==> config.mk <==
export PLATFORM = sky130hd
export DESIGN_NAME = msi_cache_controller_flat
export DESIGN_NICKNAME = d
export VERILOG_FILES = /design/src/rtl/msi_cache_controller_if.sv /design/src/rtl/msi_cache_controller.sv /design/src/flat_wrapper.sv
export SDC_FILE = /design/constraint.sdc
export NUM_CORES = 1
export LEC_CHECK = 0
export BUFFER_PORTS_ARGS = -buffer_cell sky130_fd_sc_hd__clkbuf_2
export CAP_MARGIN = 20
export CORE_AREA = 4 4 81 83
export CTS_CLUSTER_DIAMETER = 80
export CTS_CLUSTER_SIZE = 10
export DETAILED_ROUTE_END_ITERATION = 7
export DIE_AREA = 0 0 85 87
export HOLD_SLACK_MARGIN = 0.06
export PLACE_DENSITY = 0.69
export RECOVER_POWER = 50
export SETUP_SLACK_MARGIN = 0.02
export SYNTH_ARGS = -nofsm -noshare
export SYNTH_HDL_FRONTEND = slang
export SYNTH_SLANG_ARGS = --single-unit
==> constraint.sdc <==
create_clock -name clock -period 2.4 [get_ports clock]
set_input_delay 0 -clock clock [delete_from_list [all_inputs] [get_ports clock]]
set_output_delay 0 -clock clock [all_outputs]
set_load 0.01 [all_outputs]
==> src/rtl/msi_cache_controller_if.sv <==
// Signal bundle between the MSI controller and its CPU, block, bus and memory.
// Optional MSI_CACHE_STATS_EN adds the hit/miss counters.
interface msi_cache_controller_if #(
    parameter int ADDR_WIDTH = 3,
    parameter int DATA_WIDTH = 4
);
    // valid/ready: a transfer happens on the rising clock edge where both are high;
    // valid holds its payload until then, ready never depends on a later valid.
    logic                  cpu_req_valid;
    logic                  cpu_req_ready;
    logic                  cpu_req_write;
    logic [ADDR_WIDTH-1:0] cpu_req_address;
    logic [DATA_WIDTH-1:0] cpu_req_data;
    logic                  cpu_resp_valid;
    logic [DATA_WIDTH-1:0] cpu_resp_data;
    logic                  cpu_resp_hit;

    logic [1:0]            current_state;
    logic [ADDR_WIDTH-1:0] current_address;
    logic [DATA_WIDTH-1:0] current_data;
    logic                  write;
    logic [1:0]            state;
    logic [ADDR_WIDTH-1:0] address;
    logic [DATA_WIDTH-1:0] data_in;

    logic                  snoop_valid;
    logic                  snoop_ready;
    logic [1:0]            snoop_op;
    logic [ADDR_WIDTH-1:0] snoop_address;
    logic                  bus_valid;
    logic [1:0]            bus_op;
    logic [ADDR_WIDTH-1:0] bus_address;

    logic                  mem_wb_valid;
    logic                  mem_rd_valid;
    logic [ADDR_WIDTH-1:0] mem_address;
    logic [DATA_WIDTH-1:0] mem_wdata;
    logic [DATA_WIDTH-1:0] mem_rdata;
    logic                  mem_ack;
`ifdef MSI_CACHE_STATS_EN
    logic [7:0]            hit_count;
    logic [7:0]            miss_count;
`endif

    modport master (
        input  cpu_req_valid, cpu_req_write, cpu_req_address, cpu_req_data,
        output cpu_req_ready, cpu_resp_valid, cpu_resp_data, cpu_resp_hit,
        input  current_state, current_address, current_data,
        output write, state, address, data_in,
        input  snoop_valid, snoop_op, snoop_address,
        output snoop_ready, bus_valid, bus_op, bus_address,
        input  mem_rdata, mem_ack,
        output mem_wb_valid, mem_rd_valid, mem_address, mem_wdata
`ifdef MSI_CACHE_STATS_EN
        , output hit_count, output miss_count
`endif
    );

    modport slave (
        output cpu_req_valid, cpu_req_write, cpu_req_address, cpu_req_data,
        input  cpu_req_ready, cpu_resp_valid, cpu_resp_data, cpu_resp_hit,
        output current_state, current_address, current_data,
        input  write, state, address, data_in,
        output snoop_valid, snoop_op, snoop_address,
        input  snoop_ready, bus_valid, bus_op, bus_address,
        output mem_rdata, mem_ack,
        input  mem_wb_valid, mem_rd_valid, mem_address, mem_wdata
`ifdef MSI_CACHE_STATS_EN
        , input hit_count, input miss_count
`endif
    );
endinterface

==> src/rtl/msi_cache_controller.sv <==
// MSI coherence controller for one single-line block: CPU requests, snoops,
// writebacks and fetches. Define MSI_CACHE_STATS_EN for hit/miss counters.
module msi_cache_controller #(
    parameter int ADDR_WIDTH = 3,
    parameter int DATA_WIDTH = 4
) (
    input  logic                   clock,
    input  logic                   reset_n,
    msi_cache_controller_if.master bus,
    output logic [2:0]             o_dbg_fsm
);
    typedef enum logic [2:0] {
        S_IDLE, S_WB, S_FETCH, S_SNP_WB, S_UPDATE, S_RESP
    } fsm_t;

    localparam logic [1:0] ST_I = 2'b00, ST_S = 2'b01, ST_M = 2'b10;
    localparam logic [1:0] OP_RM = 2'b00, OP_WM = 2'b01, OP_INV = 2'b10;

    fsm_t                  r_fsm;
    logic                  r_rdy;
    logic                  r_wr;
    logic                  r_hit;
    logic [ADDR_WIDTH-1:0] r_addr;
    logic [DATA_WIDTH-1:0] r_wdata;
    logic [DATA_WIDTH-1:0] r_rdata;
    logic [1:0]            r_snp_state;

    logic                  r_resp_valid;
    logic [DATA_WIDTH-1:0] r_resp_data;
    logic                  r_resp_hit;
    logic                  r_write;
    logic [1:0]            r_state;
    logic [ADDR_WIDTH-1:0] r_address;
    logic [DATA_WIDTH-1:0] r_data_in;
    logic                  r_bus_valid;
    logic [1:0]            r_bus_op;
    logic [ADDR_WIDTH-1:0] r_bus_address;
    logic                  r_mem_wb_valid;
    logic                  r_mem_rd_valid;
    logic [ADDR_WIDTH-1:0] r_mem_address;
    logic [DATA_WIDTH-1:0] r_mem_wdata;

    logic w_cpu_fire;
    logic w_snp_fire;
    logic w_hit;
    logic w_snp_match;

    // r_rdy is high only in IDLE; the snoop gate lets a snoop win the same cycle.
    assign w_snp_fire  = bus.snoop_valid & r_rdy;
    assign w_cpu_fire  = bus.cpu_req_valid & r_rdy & ~bus.snoop_valid;
    assign w_hit       = (bus.current_state != ST_I) && (bus.current_address == bus.cpu_req_address);
    assign w_snp_match = (bus.current_state != ST_I) && (bus.snoop_address == bus.current_address);

    always_ff @(posedge clock or negedge reset_n) begin
        if (!reset_n) begin
            r_fsm          <= S_IDLE;
            r_rdy          <= 1'b0;
            r_wr           <= 1'b0;
            r_hit          <= 1'b0;
            r_addr         <= '0;
            r_wdata        <= '0;
            r_rdata        <= '0;
            r_snp_state    <= ST_I;
            r_resp_valid   <= 1'b0;
            r_resp_data    <= '0;
            r_resp_hit     <= 1'b0;
            r_write        <= 1'b0;
            r_state        <= ST_I;
            r_address      <= '0;
            r_data_in      <= '0;
            r_bus_valid    <= 1'b0;
            r_bus_op       <= OP_RM;
            r_bus_address  <= '0;
            r_mem_wb_valid <= 1'b0;
            r_mem_rd_valid <= 1'b0;
            r_mem_address  <= '0;
            r_mem_wdata    <= '0;
        end else begin
            r_write      <= 1'b0;
            r_bus_valid  <= 1'b0;
            r_resp_valid <= 1'b0;
            case (r_fsm)
                S_IDLE: begin
                    r_rdy <= 1'b1;
                    if (w_snp_fire) begin
                        if (w_snp_match && bus.current_state == ST_M) begin
                            if (bus.snoop_op == OP_INV) begin
                                r_write   <= 1'b1;
                                r_state   <= ST_I;
                                r_address <= bus.current_address;
                                r_data_in <= bus.current_data;
                                r_rdy     <= 1'b0;
                            end else if (bus.snoop_op == OP_RM || bus.snoop_op == OP_WM) begin
                                r_snp_state    <= (bus.snoop_op == OP_RM) ? ST_S : ST_I;
                                r_mem_wb_valid <= 1'b1;
                                r_mem_address  <= bus.current_address;
                                r_mem_wdata    <= bus.current_data;
                                r_rdy          <= 1'b0;
                                r_fsm          <= S_SNP_WB;
                            end
                        end else if (w_snp_match && bus.snoop_op != OP_RM) begin
                            r_write   <= 1'b1;
                            r_state   <= ST_I;
                            r_address <= bus.current_address;
                            r_data_in <= bus.current_data;
                            r_rdy     <= 1'b0;
                        end
                    end else if (w_cpu_fire) begin
                        r_rdy   <= 1'b0;
                        r_wr    <= bus.cpu_req_write;
                        r_addr  <= bus.cpu_req_address;
                        r_wdata <= bus.cpu_req_data;
                        r_hit   <= w_hit;
                        if (w_hit && !bus.cpu_req_write) begin
                            r_resp_valid <= 1'b1;
                            r_resp_data  <= bus.current_data;
                            r_resp_hit   <= 1'b1;
                            r_fsm        <= S_RESP;
                        end else if (w_hit) begin
                            r_write   <= 1'b1;
                            r_state   <= ST_M;
                            r_address <= bus.cpu_req_address;
                            r_data_in <= bus.cpu_req_data;
                            if (bus.current_state == ST_S) begin
                                r_bus_valid   <= 1'b1;
                                r_bus_op      <= OP_INV;
                                r_bus_address <= bus.cpu_req_address;
                            end
                            r_fsm <= S_RESP;
                        end else if (bus.current_state == ST_M) begin
                            r_mem_wb_valid <= 1'b1;
                            r_mem_address  <= bus.current_address;
                            r_mem_wdata    <= bus.current_data;
                            r_fsm          <= S_WB;
                        end else begin
                            r_bus_valid    <= 1'b1;
                            r_bus_op       <= bus.cpu_req_write ? OP_WM : OP_RM;
                            r_bus_address  <= bus.cpu_req_address;
                            r_mem_rd_valid <= 1'b1;
                            r_mem_address  <= bus.cpu_req_address;
                            r_fsm          <= S_FETCH;
                        end
                    end
                end
                S_WB: begin
                    if (bus.mem_ack) begin
                        r_mem_wb_valid <= 1'b0;
                        r_bus_valid    <= 1'b1;
                        r_bus_op       <= r_wr ? OP_WM : OP_RM;
                        r_bus_address  <= r_addr;
                        r_mem_rd_valid <= 1'b1;
                        r_mem_address  <= r_addr;
                        r_fsm          <= S_FETCH;
                    end
                end
                S_FETCH: begin
                    if (bus.mem_ack) begin
                        r_mem_rd_valid <= 1'b0;
                        r_rdata        <= bus.mem_rdata;
                        r_fsm          <= S_UPDATE;
                    end
                end
                S_SNP_WB: begin
                    // Back to IDLE with r_rdy low so the next decision sees the updated block.
                    if (bus.mem_ack) begin
                        r_mem_wb_valid <= 1'b0;
                        r_write        <= 1'b1;
                        r_state        <= r_snp_state;
                        r_address      <= bus.current_address;
                        r_data_in      <= bus.current_data;
                        r_fsm          <= S_IDLE;
                    end
                end
                S_UPDATE: begin
                    r_write   <= 1'b1;
                    r_state   <= r_wr ? ST_M : ST_S;
                    r_address <= r_addr;
                    r_data_in <= r_wr ? r_wdata : r_rdata;
                    r_fsm     <= S_RESP;
                end
                S_RESP: begin
                    // Entered with the pulse already issued (read hit) or still owed (after a write).
                    if (!r_resp_valid) begin
                        r_resp_valid <= 1'b1;
                        r_resp_data  <= r_wr ? '0 : r_rdata;
                        r_resp_hit   <= r_hit;
                    end else begin
                        r_rdy <= 1'b1;
                        r_fsm <= S_IDLE;
                    end
                end
                default: r_fsm <= S_IDLE;
            endcase
        end
    end

`ifdef MSI_CACHE_STATS_EN
    logic [7:0] r_hit_count;
    logic [7:0] r_miss_count;

    always_ff @(posedge clock or negedge reset_n) begin
        if (!reset_n) begin
            r_hit_count  <= '0;
            r_miss_count <= '0;
        end else if (w_cpu_fire && r_fsm == S_IDLE) begin
            if (w_hit && r_hit_count != 8'hFF)
                r_hit_count <= r_hit_count + 8'd1;
            else if (!w_hit && r_miss_count != 8'hFF)
                r_miss_count <= r_miss_count + 8'd1;
        end
    end

    assign bus.hit_count  = r_hit_count;
    assign bus.miss_count = r_miss_count;
`endif

    assign bus.cpu_req_ready  = r_rdy & ~bus.snoop_valid;
    assign bus.snoop_ready    = r_rdy;
    assign bus.cpu_resp_valid = r_resp_valid;
    assign bus.cpu_resp_data  = r_resp_data;
    assign bus.cpu_resp_hit   = r_resp_hit;
    assign bus.write          = r_write;
    assign bus.state          = r_state;
    assign bus.address        = r_address;
    assign bus.data_in        = r_data_in;
    assign bus.bus_valid      = r_bus_valid;
    assign bus.bus_op         = r_bus_op;
    assign bus.bus_address    = r_bus_address;
    assign bus.mem_wb_valid   = r_mem_wb_valid;
    assign bus.mem_rd_valid   = r_mem_rd_valid;
    assign bus.mem_address    = r_mem_address;
    assign bus.mem_wdata      = r_mem_wdata;
    assign o_dbg_fsm          = r_fsm;
endmodule

==> src/flat_wrapper.sv <==
// flat-port wrapper written by rule: the top's interface ports become plain ports
module msi_cache_controller_flat 
#(
    parameter int ADDR_WIDTH = 3,
    parameter int DATA_WIDTH = 4
)
  (clock, reset_n, o_dbg_fsm, bus_cpu_req_valid, bus_cpu_req_write, bus_cpu_req_address, bus_cpu_req_data, bus_cpu_req_ready, bus_cpu_resp_valid, bus_cpu_resp_data, bus_cpu_resp_hit, bus_current_state, bus_current_address, bus_current_data, bus_write, bus_state, bus_address, bus_data_in, bus_snoop_valid, bus_snoop_op, bus_snoop_address, bus_snoop_ready, bus_bus_valid, bus_bus_op, bus_bus_address, bus_mem_rdata, bus_mem_ack, bus_mem_wb_valid, bus_mem_rd_valid, bus_mem_address, bus_mem_wdata);
  msi_cache_controller_if #(.ADDR_WIDTH(ADDR_WIDTH), .DATA_WIDTH(DATA_WIDTH)) bus_i ();
  input  logic clock;
  input  logic reset_n;
  output logic [2:0] o_dbg_fsm;
  input wire logic [$bits(bus_i.cpu_req_valid)-1:0] bus_cpu_req_valid;
  input wire logic [$bits(bus_i.cpu_req_write)-1:0] bus_cpu_req_write;
  input wire logic [$bits(bus_i.cpu_req_address)-1:0] bus_cpu_req_address;
  input wire logic [$bits(bus_i.cpu_req_data)-1:0] bus_cpu_req_data;
  output wire logic [$bits(bus_i.cpu_req_ready)-1:0] bus_cpu_req_ready;
  output wire logic [$bits(bus_i.cpu_resp_valid)-1:0] bus_cpu_resp_valid;
  output wire logic [$bits(bus_i.cpu_resp_data)-1:0] bus_cpu_resp_data;
  output wire logic [$bits(bus_i.cpu_resp_hit)-1:0] bus_cpu_resp_hit;
  input wire logic [$bits(bus_i.current_state)-1:0] bus_current_state;
  input wire logic [$bits(bus_i.current_address)-1:0] bus_current_address;
  input wire logic [$bits(bus_i.current_data)-1:0] bus_current_data;
  output wire logic [$bits(bus_i.write)-1:0] bus_write;
  output wire logic [$bits(bus_i.state)-1:0] bus_state;
  output wire logic [$bits(bus_i.address)-1:0] bus_address;
  output wire logic [$bits(bus_i.data_in)-1:0] bus_data_in;
  input wire logic [$bits(bus_i.snoop_valid)-1:0] bus_snoop_valid;
  input wire logic [$bits(bus_i.snoop_op)-1:0] bus_snoop_op;
  input wire logic [$bits(bus_i.snoop_address)-1:0] bus_snoop_address;
  output wire logic [$bits(bus_i.snoop_ready)-1:0] bus_snoop_ready;
  output wire logic [$bits(bus_i.bus_valid)-1:0] bus_bus_valid;
  output wire logic [$bits(bus_i.bus_op)-1:0] bus_bus_op;
  output wire logic [$bits(bus_i.bus_address)-1:0] bus_bus_address;
  input wire logic [$bits(bus_i.mem_rdata)-1:0] bus_mem_rdata;
  input wire logic [$bits(bus_i.mem_ack)-1:0] bus_mem_ack;
  output wire logic [$bits(bus_i.mem_wb_valid)-1:0] bus_mem_wb_valid;
  output wire logic [$bits(bus_i.mem_rd_valid)-1:0] bus_mem_rd_valid;
  output wire logic [$bits(bus_i.mem_address)-1:0] bus_mem_address;
  output wire logic [$bits(bus_i.mem_wdata)-1:0] bus_mem_wdata;
  assign bus_i.cpu_req_valid = bus_cpu_req_valid;
  assign bus_i.cpu_req_write = bus_cpu_req_write;
  assign bus_i.cpu_req_address = bus_cpu_req_address;
  assign bus_i.cpu_req_data = bus_cpu_req_data;
  assign bus_cpu_req_ready = bus_i.cpu_req_ready;
  assign bus_cpu_resp_valid = bus_i.cpu_resp_valid;
  assign bus_cpu_resp_data = bus_i.cpu_resp_data;
  assign bus_cpu_resp_hit = bus_i.cpu_resp_hit;
  assign bus_i.current_state = bus_current_state;
  assign bus_i.current_address = bus_current_address;
  assign bus_i.current_data = bus_current_data;
  assign bus_write = bus_i.write;
  assign bus_state = bus_i.state;
  assign bus_address = bus_i.address;
  assign bus_data_in = bus_i.data_in;
  assign bus_i.snoop_valid = bus_snoop_valid;
  assign bus_i.snoop_op = bus_snoop_op;
  assign bus_i.snoop_address = bus_snoop_address;
  assign bus_snoop_ready = bus_i.snoop_ready;
  assign bus_bus_valid = bus_i.bus_valid;
  assign bus_bus_op = bus_i.bus_op;
  assign bus_bus_address = bus_i.bus_address;
  assign bus_i.mem_rdata = bus_mem_rdata;
  assign bus_i.mem_ack = bus_mem_ack;
  assign bus_mem_wb_valid = bus_i.mem_wb_valid;
  assign bus_mem_rd_valid = bus_i.mem_rd_valid;
  assign bus_mem_address = bus_i.mem_address;
  assign bus_mem_wdata = bus_i.mem_wdata;
  msi_cache_controller #(.ADDR_WIDTH(ADDR_WIDTH), .DATA_WIDTH(DATA_WIDTH)) u_core (.clock(clock), .reset_n(reset_n), .bus(bus_i), .o_dbg_fsm(o_dbg_fsm));
endmodule
Word-level counts from Yosys, hierarchy flattened:

Cells that the tools add are included.

* mux-type cells: 135
* multiply operators: 0
* bitwise gates (word level): 7
* $add $sub $neg: 0
* reduce and logical (&&, ||, !) cells: 31
* equal/unequal tests: 40
* div/mod/pow operators: 0
* magnitude comparators: 0
* shift operators: 0

Operators by type and width (count)
* 2-to-1 mux 3 bit: 34
* 2-to-1 mux 4 bit: 22
* 2-to-1 mux 1 bit: 47
* 2-to-1 mux 2 bit: 17
* AND reduction 8 bit: 4
* inequality test 2 bit (second input constant): 11
* case mux 3 bit (6 select lines): 1
* AND reduction 7 bit: 2
* nonzero test 2 bit: 7
* inequality test 2 x 1 -> 1 bit (second input constant): 6
* inequality test 3 bit (second input constant): 4
* case mux 3 bit (2 select lines): 2
* case mux 4 bit (3 select lines): 1
* case mux 1 bit (2 select lines): 5
* AND reduction 5 bit: 2
* inequality test 3 x 1 -> 1 bit (second input constant): 3
* inequality test 3 x 2 -> 1 bit (second input constant): 3
* case mux 3 bit (3 select lines): 1
* AND reduction 9 bit: 1
* inequality test 4 bit (second input constant): 2
* case mux 4 bit (2 select lines): 1
* equality test 3 x 2 -> 1 bit (second input constant): 2
* equality test 3 bit: 2
* equality test 3 bit (second input constant): 2
* 17 further kinds: 31

* output and inout bits: 36
* bits in writable memories: 0
* ROM bits: 0
* memories kept: 0
* bits in registers: 50
* latch bits: 0

Longest topological paths before layout:

Gate-level depths: netlist of run 1.

* depth after elaboration: 7
* gate-level depth with buffers: 7
* mapped depth without buffers: 5

Worst setup path before layout of run 1:

Ideal clock, no wire load.

* path type: register -> register
* start: register u_core.r_fsm[0], in the netlist u_core.o_dbg_fsm[0]
* end: register u_core.r_address[0], in the netlist u_core.bus.address[0]
* data arrival time: 1903 ps
* cell stages (with the launch flop): 7
* path buffers: 1
* path slack: 372 ps
* clock period less this slack: 2028 ps
* cell sequence: dfrtp_1 or3_4 nor2_1 nand2_1 o221a_1 buf_6 mux2_4

* cells in the longest elaborated chain, start to end: 3
* elaborated cells between the ends (all ways): 12
* classes of those cells: eq/ne (8); mux (1); reduce/logical (3)

Ends and longest elaborated chain
* start, declared: RTL line msi_cache_controller.sv:19 `fsm_t r_fsm;`
* start signal, assigned: RTL line msi_cache_controller.sv:56 `r_fsm <= S_IDLE;`
* start signal, assigned: RTL line msi_cache_controller.sv:99 `r_fsm <= S_SNP_WB;`
* start signal, assigned: RTL line msi_cache_controller.sv:118 `r_fsm <= S_RESP;`
* logical NOT 3 bit, or another cell as far along: RTL line msi_cache_controller.sv:82 `case (r_fsm)`
* inequality test 4 bit (no line), or another cell as far along
* AND reduction 7 bit (no line)
* end signal, assigned: RTL line msi_cache_controller.sv:90 `r_address <= bus.current_address;`
* end signal, assigned: RTL line msi_cache_controller.sv:104 `r_address <= bus.current_address;`
* end signal, assigned: RTL line msi_cache_controller.sv:122 `r_address <= bus.cpu_req_address;`
* end, declared: RTL line msi_cache_controller.sv:33 `logic [ADDR_WIDTH-1:0] r_address;`

Parallel ways exist; a longest one is shown, timed or not.
A chain may end at the register's enable or synchronous reset.

Worst setup path in the final report of run 1:

* start: register u_core.r_fsm[2], in the netlist u_core.o_dbg_fsm[2]
* end: register u_core.r_address[1], in the netlist u_core.bus.address[1]

Same word-level chain as after synthesis.

==> metrics, run 1 <==
RePlAce Congestion=0.953; setup TNS=0 ps; mapped cell area=between 0.002 and 0.003 sq mm; starting density of the core=between 40 and 50%; Yosys cell types=44; clock skew=7.39 ps; Avg Cell Area, Syn=between 9 and 10 sq um; Yosys Warn Count=0; vias per cell=5.37; Slew Limit Fails=0; worst-margin pin slew=1190 ps; Slew headroom=20.4%; synthesis-to-layout area growth=25.6%; CTS clock-pin slew for the worst setup and hold paths=~90 ps; Initial DRC Count=240; Fin Hold WS=111 ps; ratio of cells with drive above 1 in the final layout=about a quarter; Top Ports=67; top-count cell post-synth=dfrtp_1; CP arrival=2460 ps; leak pwr=1.50 nW; area leader, netlist=dfrtp_1; RSZ-0062 raised after global routing=false; first-pass GRT wire length=11.1 mm; Power Density=1210 mW/mm^2; DRT antenna net count=0; final net count=382; ANT cells=0; WL/cell=16.0 um; Die W=85 um; die area=0.00740 sq mm; CTS Sinks=slightly below 50; CP endpoint=u_core.bus.address[1]$_DFFE_PN0P_; GR Overflow Total=0; worst min path class=in -> reg; Pre-antenna DRT Iters=4; worst skew pair latency=300 ps; fill count=538; synth cell count leaders=49 x dfrtp_1, 39 x nand2_1, 20 x a21oi_1, 16 x nor2_1, 15 x mux2_2; via count=2293; startpoint types=flop; status=completed; dpl hpwl=slightly above 5 mm; Reg2Reg Depth=6; Synth Instances=262; Die Y=approximately 87 um; Core ar.=0.00585 sq mm; cts repair resizes=0; root buf cell=clkbuf_8; Fmax achieved=about 450 MHz; initial antenna violation count=0; crit end category=flop; DRT Wirelength=6.82 mm; CTS tree=done; r2r setup slk=180 ps; final hold violation count=0; Final period util=approximately 93%; sequential-to-total area share from yosys stat=~47%; RR Startpoint=u_core.o_dbg_fsm[2]$_DFFE_PN0P_; Worst Setup SP=u_core.o_dbg_fsm[2]$_DFFE_PN0P_; Post-synth EDFFs=0; Period minus WS final=2220 ps; IO Port Bufs=66; final setup violation count=0; cts hold-fix bufs=19; Synth top area share=a little under half; top_reg_cell synth=dfrtp_1; Longest Clk Path Bufs=2; Critical Path RT=about 2600 ps; Post-synth ARST share=100%; Peak VDD IR=0.627 mV; DR DRC count=0; Site Rows=28; via count of the first global-routing pass=2196; Setup Fix Bufs, Post-CTS=0; pin count of the biggest net entering global routing=50; Critical R2R Capture=u_core.bus.address[1]$_DFFE_PN0P_; CTS buffer count=5; syn_nets=293; Synth Register Bits=49; # H-tree levels=2; Total Routing Usage GR=19.1%; MaxCap Viol Count=0; Setup CP Type=reg -> reg; crit-path max FO=15; Area contributors post-synth=dfrtp_1 47%, mux2_2 6.5%, nand2_1 5.7%, mux2_4 4.6%, a21oi_1 3.9%
[per-stage QoR]
| step | total power [mW] | util [%] | setup WS [ps] | cells | instance area, sq um |
|---|---|---|---|---|---|
| 3_3_place_gp | 3.46 | 51.5 | 311 | 400 | 3010 |
| 3_5_place_dp | 3.49 | 51.5 | 299 | 400 | 3010 |
| 6_report | 3.92 | 55.6 | 179 | 427 | 3250 |
| 2_1_floorplan | 2.83 | - | 372 | 262 | 2590 |
| 5_1_grt | 4.24 | 55.6 | 86.1 | 427 | 3250 |
| 4_1_cts | 4.01 | 56.2 | 271 | 427 | 3290 |
[worst max-delay path: stages (launching register included)]
cell and delay (ps):
dfrtp_1 400, buf_4 190, nand2b_1 180, nor2_1 80
nor3_1 840, a221o_1 330, mux2_4 150
[power breakdown]
part / switching, mW / internal [mW] / leakage (nW) / total (mW)
Sequential: 0.235 / 1.21 / 0.598 / 1.45
Clock: 0.278 / 0.206 / 0.0374 / 0.484
Combinational: 1.08 / 0.910 / 0.865 / 1.99
Total: 1.59 / 2.33 / 1.50 / 3.92
[registers in the layout, indices dropped and copies added (netlist names), 3 cells and up]
signal,cells
u_core.bus.cpu_resp_data,4
u_core.bus.data_in,4
u_core.bus.mem_wdata,4
u_core.r_rdata,4
u_core.r_wdata,4
u_core.bus.address,3
u_core.bus.bus_address,3
u_core.bus.mem_address,3
u_core.o_dbg_fsm,3
u_core.r_addr,3
[final cells by class]
type	instances	area, sq um	share of cell area (%)
Multi-Input combinational cell	189	1250	38.4
Sequential cell	49	1230	37.7
Timing Repair Buffer	94	549	16.9
Tap cell	75	93.8	2.89
Clock buffer	6	72.6	2.23
Inverter	12	45.0	1.39
Clock inverter	2	15.0	0.462
[how the worst min path moves through the flow]
| stage | start | end | slack (ps) | cells after the start |
|---|---|---|---|---|
| 5_1_grt | bus_snoop_op[1] | u_core.r_snp_state[0]$_DFFE_PN0P_ | 140 | 3 |
| 2_1_floorplan | reset_n | u_core.bus.address[0]$_DFFE_PN0P_ | -300 | 0 |
| 3_5_place_dp | reset_n | u_core.bus.mem_address[2]$_DFFE_PN0P_ | 140 | 2 |
| 6_report | bus_snoop_op[1] | u_core.r_snp_state[0]$_DFFE_PN0P_ | 110 | 3 |
| 3_3_place_gp | reset_n | u_core.bus.mem_address[1]$_DFFE_PN0P_ | 140 | 2 |
| 4_1_cts | bus_snoop_op[1] | u_core.r_snp_state[0]$_DFFE_PN0P_ | 100 | 3 |
[cells in the final DEF, fill, tap and decap left out, types with 8 or more instances in the layout]
cell type and n:
inv_1 12, mux2_4 8, clkbuf_2 38, a21oi_1 20, o21ai_0 13, clkbuf_1 30, dlygate4sd3_1 19, nand2_1 39
buf_4 8, mux2_2 15, nand2b_1 8, dfrtp_1 49, nor2_1 16
[routing by layer]
| layer | vias to the layer above | wire length, um | global-route usage (%) |
|---|---|---|---|
| li1 | 1108 | - | - |
| met1 | 1107 | 2950 | 25.8 |
| met2 | 76 | 3380 | 31.4 |
| met3 | 2 | 470 | 4.64 |
| met4 | 0 | 31 | 4.03 |
| met5 | - | 0 | 0 |
[cell families after synthesis]
| logic type | Yosys count | share of synthesized area, % |
|---|---|---|
| buf+inv | 24 | 4.35 |
| compound gates | 64 | 16.5 |
| xor+xnor | 6 | 2.03 |
| flops | 49 | 47.4 |
| mux | 26 | 12.3 |
| simple gates | 93 | 17.4 |
Power figures use the tool's default switching activity.
==> run 2, diff against run 1 <==
--- a/config.mk
+++ b/config.mk
@@ -5,15 +5,16 @@
 export SDC_FILE = /design/constraint.sdc
 export NUM_CORES = 1
 export LEC_CHECK = 0
+export ABC_AREA = 1
 export BUFFER_PORTS_ARGS = -buffer_cell sky130_fd_sc_hd__clkbuf_2
 export CAP_MARGIN = 20
-export CORE_AREA = 4 4 81 83
+export CORE_AREA = 4 4 84 86
 export CTS_CLUSTER_DIAMETER = 80
 export CTS_CLUSTER_SIZE = 10
 export DETAILED_ROUTE_END_ITERATION = 7
-export DIE_AREA = 0 0 85 87
+export DIE_AREA = 0 0 88 90
 export HOLD_SLACK_MARGIN = 0.06
-export PLACE_DENSITY = 0.69
+export PLACE_DENSITY = 0.67
 export RECOVER_POWER = 50
 export SETUP_SLACK_MARGIN = 0.02
 export SYNTH_ARGS = -nofsm -noshare
==> run 2 against run 1 <==
  * The flow now finishes with violations (max-capacitance violations, max-slew violations)
  * Power is 4.7% lower
  * Largest power group unchanged
  * Area after synthesis is 7.1% higher
  * Clock power hardly changed
  * Critical path type unchanged
  * Critical endpoint is now u_core.bus.cpu_resp_data[3]$_DFFE_PN0P_
==> metrics, run 2 <==
status=finished with violations; failing checks=max-capacitance violations, max-slew violations; die area=about 0.008 sq mm; root buf cell=clkbuf_8; dpl hpwl=5.97 mm; Yosys Warn Count=0; Synth top area share=44.2%; first-pass GRT wire length=12.9 mm; CTS buffer count=5; Placed Instances=520; syn_nets=409; clock skew=6.35 ps; GR Overflow Total=0; top_reg_cell synth=dfrtp_1; Post-synth ARST share=100%; top-count cell post-synth=nand2_1; Finished Layout Cells=546; Pre-antenna DRT Iters=4; Period minus WS final=1860 ps; Hold Crit Endpoint=u_core.r_snp_state[0]$_DFFE_PN0P_; CTS clock-pin slew for the worst setup and hold paths=90 ps; via count=2844; via count of the first global-routing pass=2767; synth cell count leaders=134 x nand2_1, 49 x dfrtp_1, 46 x nand3_1, 36 x nor2_1, 32 x inv_1; CTS Sinks=49; leak pwr=1.77 nW; initial antenna violation count=0; worst min path class=in -> reg; synthesis-to-layout area growth=23.0%; RSZ-0062 raised after global routing=false; MaxCap Viol Count=1; crit end category=flop; ratio of cells with drive above 1 in the final layout=14.5%; Longest Clk Path Bufs=2; DRT Wirelength=around 7.7 mm; Final period util=77.6%; Post-synth EDFFs=0; Slew Limit Fails=33; final net count=499; Setup CP Type=reg -> reg; crit-path max FO=13; DR DRC count=0; Reg2Reg Depth=7; Critical Path RT=2630 ps; Critical R2R Capture=u_core.bus.cpu_resp_data[3]$_DFFE_PN0P_; Yosys cell types=28; DRT antenna net count=0; area leader, netlist=dfrtp_1; worst-margin pin slew=1770 ps; Hold Path Depth=5; final setup violation count=0; pin count of the biggest net entering global routing=33; Fmax achieved=537 MHz; Power Density=between 1000 and 1500 mW/mm^2; # H-tree levels=2; RePlAce Congestion=0.923; RR Startpoint=u_core.o_dbg_fsm[1]$_DFFE_PN0P_; Synth Instances=378; Site Rows=29; most frequent cells in the layout=134 x nand2_1, 49 x dfrtp_1, 46 x nand3_1, 39 x clkbuf_1, 36 x nor2_1; final worst slack=between 500 and 600 ps; WL/cell=14.2 um; IO Port Bufs=66; Area contributors post-synth=dfrtp_1 44%, nand2_1 18%, nand3_1 8.3%, nor2_1 4.9%, inv_1 4.3%; CP arrival=2090 ps; cts repair resizes=0; ANT cells=0; commonest non-fill, non-tap cell in the layout=nand2_1; setup TNS=0 ps; Synth Register Bits=49; final hold violation count=0; CTS tree=done; Slew headroom=-18.0%; Die W=88 um; worst hold start=bus_snoop_op[1]; worst skew pair latency=300 ps; starting density of the core=44.1%; Total Routing Usage GR=20.2%; vias per cell=5.21; Avg Cell Area, Syn=about 7.3 sq um; Core ar.=about 0.0063 sq mm; Die Y=~90 um; r2r setup slk=540 ps; mapped cell area=0.00277 sq mm; Initial DRC Count=137; startpoint types=flop; sequential-to-total area share from yosys stat=44.2%; Top Ports=67; dpl ws=559 ps; Peak VDD IR=0.545 mV
[run 2: where the power goes]
| part | internal [mW] | switching [mW] | leakage [nW] |
|---|---|---|---|
| clock | 0.206 | 0.279 | 0.0374 |
| combinational | 0.614 | 1.19 | 1.13 |
| sequential | 1.20 | 0.251 | 0.608 |
| total | 2.02 | 1.72 | 1.77 |
[run 2: repair_timing]
item,4_1_cts,5_1_grt
hold buffers,18,0
hold endpoints to repair,53,0
buffers inserted,0,0
[run 2: how the worst max path moves through the flow]
stage | startpoint | end | slack, ps | cells after the start
final | u_core.o_dbg_fsm[1]$_DFFE_PN0P_ | u_core.bus.cpu_resp_data[3]$_DFFE_PN0P_ | 540 | 7
after global routing | reset_n | u_core.bus.data_in[3]$_DFFE_PN0P_ | 190 | 3
after CTS | u_core.bus.snoop_ready$_DFFE_PN0P_ | u_core.bus.cpu_resp_data[3]$_DFFE_PN0P_ | 540 | 8
after detailed placement | u_core.o_dbg_fsm[1]$_DFFE_PN0P_ | u_core.bus.cpu_resp_data[3]$_DFFE_PN0P_ | 560 | 7
after global placement | u_core.o_dbg_fsm[1]$_DFFE_PN0P_ | u_core.bus.cpu_resp_data[1]$_DFFE_PN0P_ | 640 | 7
after floorplan | u_core.o_dbg_fsm[1]$_DFFE_PN0P_ | u_core.bus.cpu_resp_data[0]$_DFFE_PN0P_ | 880 | 8
[run 2: kinds of logic (layout without fill, tap and decap cells)]
group	Yosys count	count (layout)	synth area share [%]
AOI/OAI and AO/OA	46	46	9.98
buffers and inverters	39	130	5.91
DFF	49	49	44.2
muxes	4	4	1.63
and+or+nand+nor	240	240	38.2
[run 2: critical path, cell delays in order, from the launching register on]
cell and delay (ps):
dfrtp_1 480, nor2_4 210, nand2_4 120, nor2_8 210
inv_4 100, o21ai_2 450, nor2_1 100, a21oi_2 130
[run 2: layout make-up]
class | instances | area (sq um)
timing repair buffer | 87 | 483
clock inverter | 2 | 15.0
sequential | 49 | 1230
fill | 627 | 2870
clock buffer | 6 | 72.6
tap | 77 | 96.3
multi-input combinational | 290 | 1380
inverter | 35 | 134
[run 2: per-stage QoR]
| stage | instance area, sq um | hold WS [ps] | util [%] | total power [mW] |
|---|---|---|---|---|
| global placement | 3190 | 132 | 50.8 | 3.28 |
| global route | 3410 | 162 | 54.3 | 4.08 |
| finish | 3410 | 122 | 54.3 | 3.74 |
| detailed placement | 3190 | 141 | 50.8 | 3.31 |
| CTS | 3460 | 107 | 55.1 | 3.83 |
| floorplan | 2770 | -296 | - | 2.68 |
[run 2: per-layer routing]
metal | vias to the layer above | part of all wire (%) | global-route usage (%)
met1 | 1343 | 45 | 26.9
li1 | 1411 | - | -
met4 | 0 | 2.1 | 6.27
met5 | - | 0 | 0
met3 | 15 | 4.7 | 3.29
met2 | 75 | 48 | 33.2
==> run 3, diff against run 2 <==
--- a/config.mk
+++ b/config.mk
@@ -5,16 +5,16 @@
 export SDC_FILE = /design/constraint.sdc
 export NUM_CORES = 1
 export LEC_CHECK = 0
-export ABC_AREA = 1
+export ABC_AREA = 0
 export BUFFER_PORTS_ARGS = -buffer_cell sky130_fd_sc_hd__clkbuf_2
 export CAP_MARGIN = 20
-export CORE_AREA = 4 4 84 86
+export CORE_AREA = 4 4 81 83
 export CTS_CLUSTER_DIAMETER = 80
 export CTS_CLUSTER_SIZE = 10
 export DETAILED_ROUTE_END_ITERATION = 7
-export DIE_AREA = 0 0 88 90
+export DIE_AREA = 0 0 85 87
 export HOLD_SLACK_MARGIN = 0.06
-export PLACE_DENSITY = 0.67
+export PLACE_DENSITY = 0.71
 export RECOVER_POWER = 50
 export SETUP_SLACK_MARGIN = 0.02
 export SYNTH_ARGS = -nofsm -noshare
==> constraint.sdc (replaced) <==
create_clock -name clock -period 1.6 [get_ports clock]
set_input_delay 0 -clock clock [delete_from_list [all_inputs] [get_ports clock]]
set_output_delay 0 -clock clock [all_outputs]
set_load 0.01 [all_outputs]
==> run 3 against run 2 <==
  * The flow finishes with violations (negative setup slack)
  * Register-to-register slack worse by 830 ps
  * Die area is 6.6% lower
  * Clock power rose by 91%
  * Sequential share of layout area fell by 5.5 points
  * First-iteration DRC count up 100%
  * Power up 100%
  * Combinational power is 150% higher
  * Fmax down 1.5%
  * Non-clock buffer count is 61 higher
  * Setup slack worse by 830 ps
  * Largest cell class unchanged
==> metrics, run 3 (same netlist as run 1, synthesis figures left out) <==
status=finished with violations; failing checks=negative setup slack; Power Density=1890 mW/mm^2; # H-tree levels=2; DRT antenna net count=0; ANT cells=0; Fin Hold WS=around 120 ps; Core ar.=0.00585 sq mm; Critical R2R Capture=u_core.bus.data_in[2]$_DFFE_PN0P_; setup TNS=-5140 ps; dpl ws=-294 ps; DR DRC count=0; synthesis-to-layout area growth=55.8%; startpoint types=flop; Pint=4.69 mW; via count of the first global-routing pass=around 2600; dpl hpwl=5.86 mm; initial antenna violation count=0; Slew headroom=23.0%; clock skew=12.8 ps; Top Ports=67; crit-path max FO=5; via count=2715; Sequential Area=0.00123 sq mm; Finished Layout Cells=481; worst min path class=in -> reg; final hold violation count=0; Die Y=87 um; switching part of the total=38.4%; RePlAce Congestion=around 1.0; Site Rows=28; RR Startpoint=u_core.o_dbg_fsm[1]$_DFFE_PN0P_; vias per cell=5.64; CP arrival=around 2100 ps; Switch Pwr=2.92 mW; CTS Sinks=49; Initial DRC Count=between 200 and 300; final setup violation count=32; Reg2Reg Depth=6; fin util=between 60% and 70%; Placement Cell Area=0.00339 sq mm; worst skew pair latency=310 ps; worst-margin pin slew=1160 ps; worst hold start=bus_cpu_req_valid; Hold Path Depth=4; Pre-antenna DRT Iters=5; WL/cell=between 15 and 20 um; most frequent cells in the layout=49 x buf_4, 48 x dfrtp_1, 43 x clkbuf_2, 36 x nand2_1, 23 x clkbuf_1; MaxCap Viol Count=0; CTS buffer count=5; cell area after layout=0.00403 sq mm; IO Port Bufs=66; Setup CP Type=reg -> reg; Total Routing Usage GR=approximately 22%; fill count=421; final net count=436; Combinational Power Share=58.5%; ratio of cells with drive above 1 in the final layout=44.3%; Critical Path RT=1800 ps; pin count of the biggest net entering global routing=31; Period minus WS final=around 1900 ps; clock share of power=between 10% and 20%; die area=roughly 0.0074 sq mm; Placed Instances=445; leak pwr=1.92 nW; RSZ-0062 raised after global routing=true; Final period util=118%; r2r setup slk=-290 ps; starting density of the core=44.2%; commonest non-fill, non-tap cell in the layout=buf_4; CTS clock-pin slew for the worst setup and hold paths=100 ps; crit end category=flop; Die W=85 um; GR Overflow Total=0; Longest Clk Path Bufs=2; root buf cell=clkbuf_8; Peak VDD IR=1.11 mV; total power=between 7 and 8 mW; Slew Limit Fails=0; first-pass GRT wire length=about 13 mm; Hold Crit Endpoint=u_core.bus.snoop_ready$_DFFE_PN0P_; Multi-input gate area=0.00150 sq mm; CTS tree=done; final worst slack=-292 ps; DRT Wirelength=8.59 mm; Seq pwr share=29.3%; Fmax achieved=529 MHz
==> run 3: worst max path at each step <==
stage                                                  start  cells after the start                                end  slack [ps]
after global placement       u_core.o_dbg_fsm[0]$_DFFE_PN0P_                      5  u_core.bus.data_in[1]$_DFFE_PN0P_        -230
after floorplan              u_core.o_dbg_fsm[0]$_DFFE_PN0P_                      5  u_core.bus.address[0]$_DFFE_PN0P_        -260
after detailed placement  u_core.bus.snoop_ready$_DFFE_PN0P_                      6  u_core.bus.address[2]$_DFFE_PN0P_        -290
after CTS                    u_core.o_dbg_fsm[0]$_DFFE_PN0P_                      5  u_core.bus.address[1]$_DFFE_PN0P_        -270
final                        u_core.o_dbg_fsm[1]$_DFFE_PN0P_                      6  u_core.bus.data_in[2]$_DFFE_PN0P_        -290
after global routing         u_core.o_dbg_fsm[2]$_DFFE_PN0P_                      6  u_core.bus.address[0]$_DFFE_PN0P_        -390
==> run 3: what timing repair did <==
action,CTS,global route
buffers inserted,4,8
resized for setup,24,44
endpoints found under the hold margin,37,0
pin swaps,6,12
endpoints found under the setup margin,36,39
hold buffers,15,0
gates cloned,0,2
==> run 3: routing by layer <==
layer  GRT usage (%)  vias up  wire length [um]
met2            35.9      151              4210
met5               0        -                 0
met3            4.82       36               598
met4            9.35        0               316
met1            28.0     1304              3470
li1                -     1224                 -
==> run 3: power groups by stage <==
stage | clock, mW | combinational, mW | sequential [mW]
after floorplan | 0 | 1.93 | 2.34
after global placement | 0 | 3.51 | 2.18
after detailed placement | 0 | 3.57 | 2.20
after CTS | 0.929 | 3.83 | 2.19
after global routing | 0.985 | 4.80 | 2.30
final | 0.925 | 4.45 | 2.23
==> run 3: layout make-up <==
class                      count  area share, %
clock inverter                 2          0.931
sequential                    49           30.4
clock buffer                   6           2.05
tap                           75           2.33
timing repair buffer         148           26.0
multi-input combinational    189           37.1
inverter                      12           1.12
==> run 3: worst max-delay path, cell delays in order, from the launching register on <==
cell	delay (ps)
dfrtp_1	410
or3_4	430
nor2_4	130
nand2_2	80
o221a_4	290
clkbuf_16	160
mux2_4	290
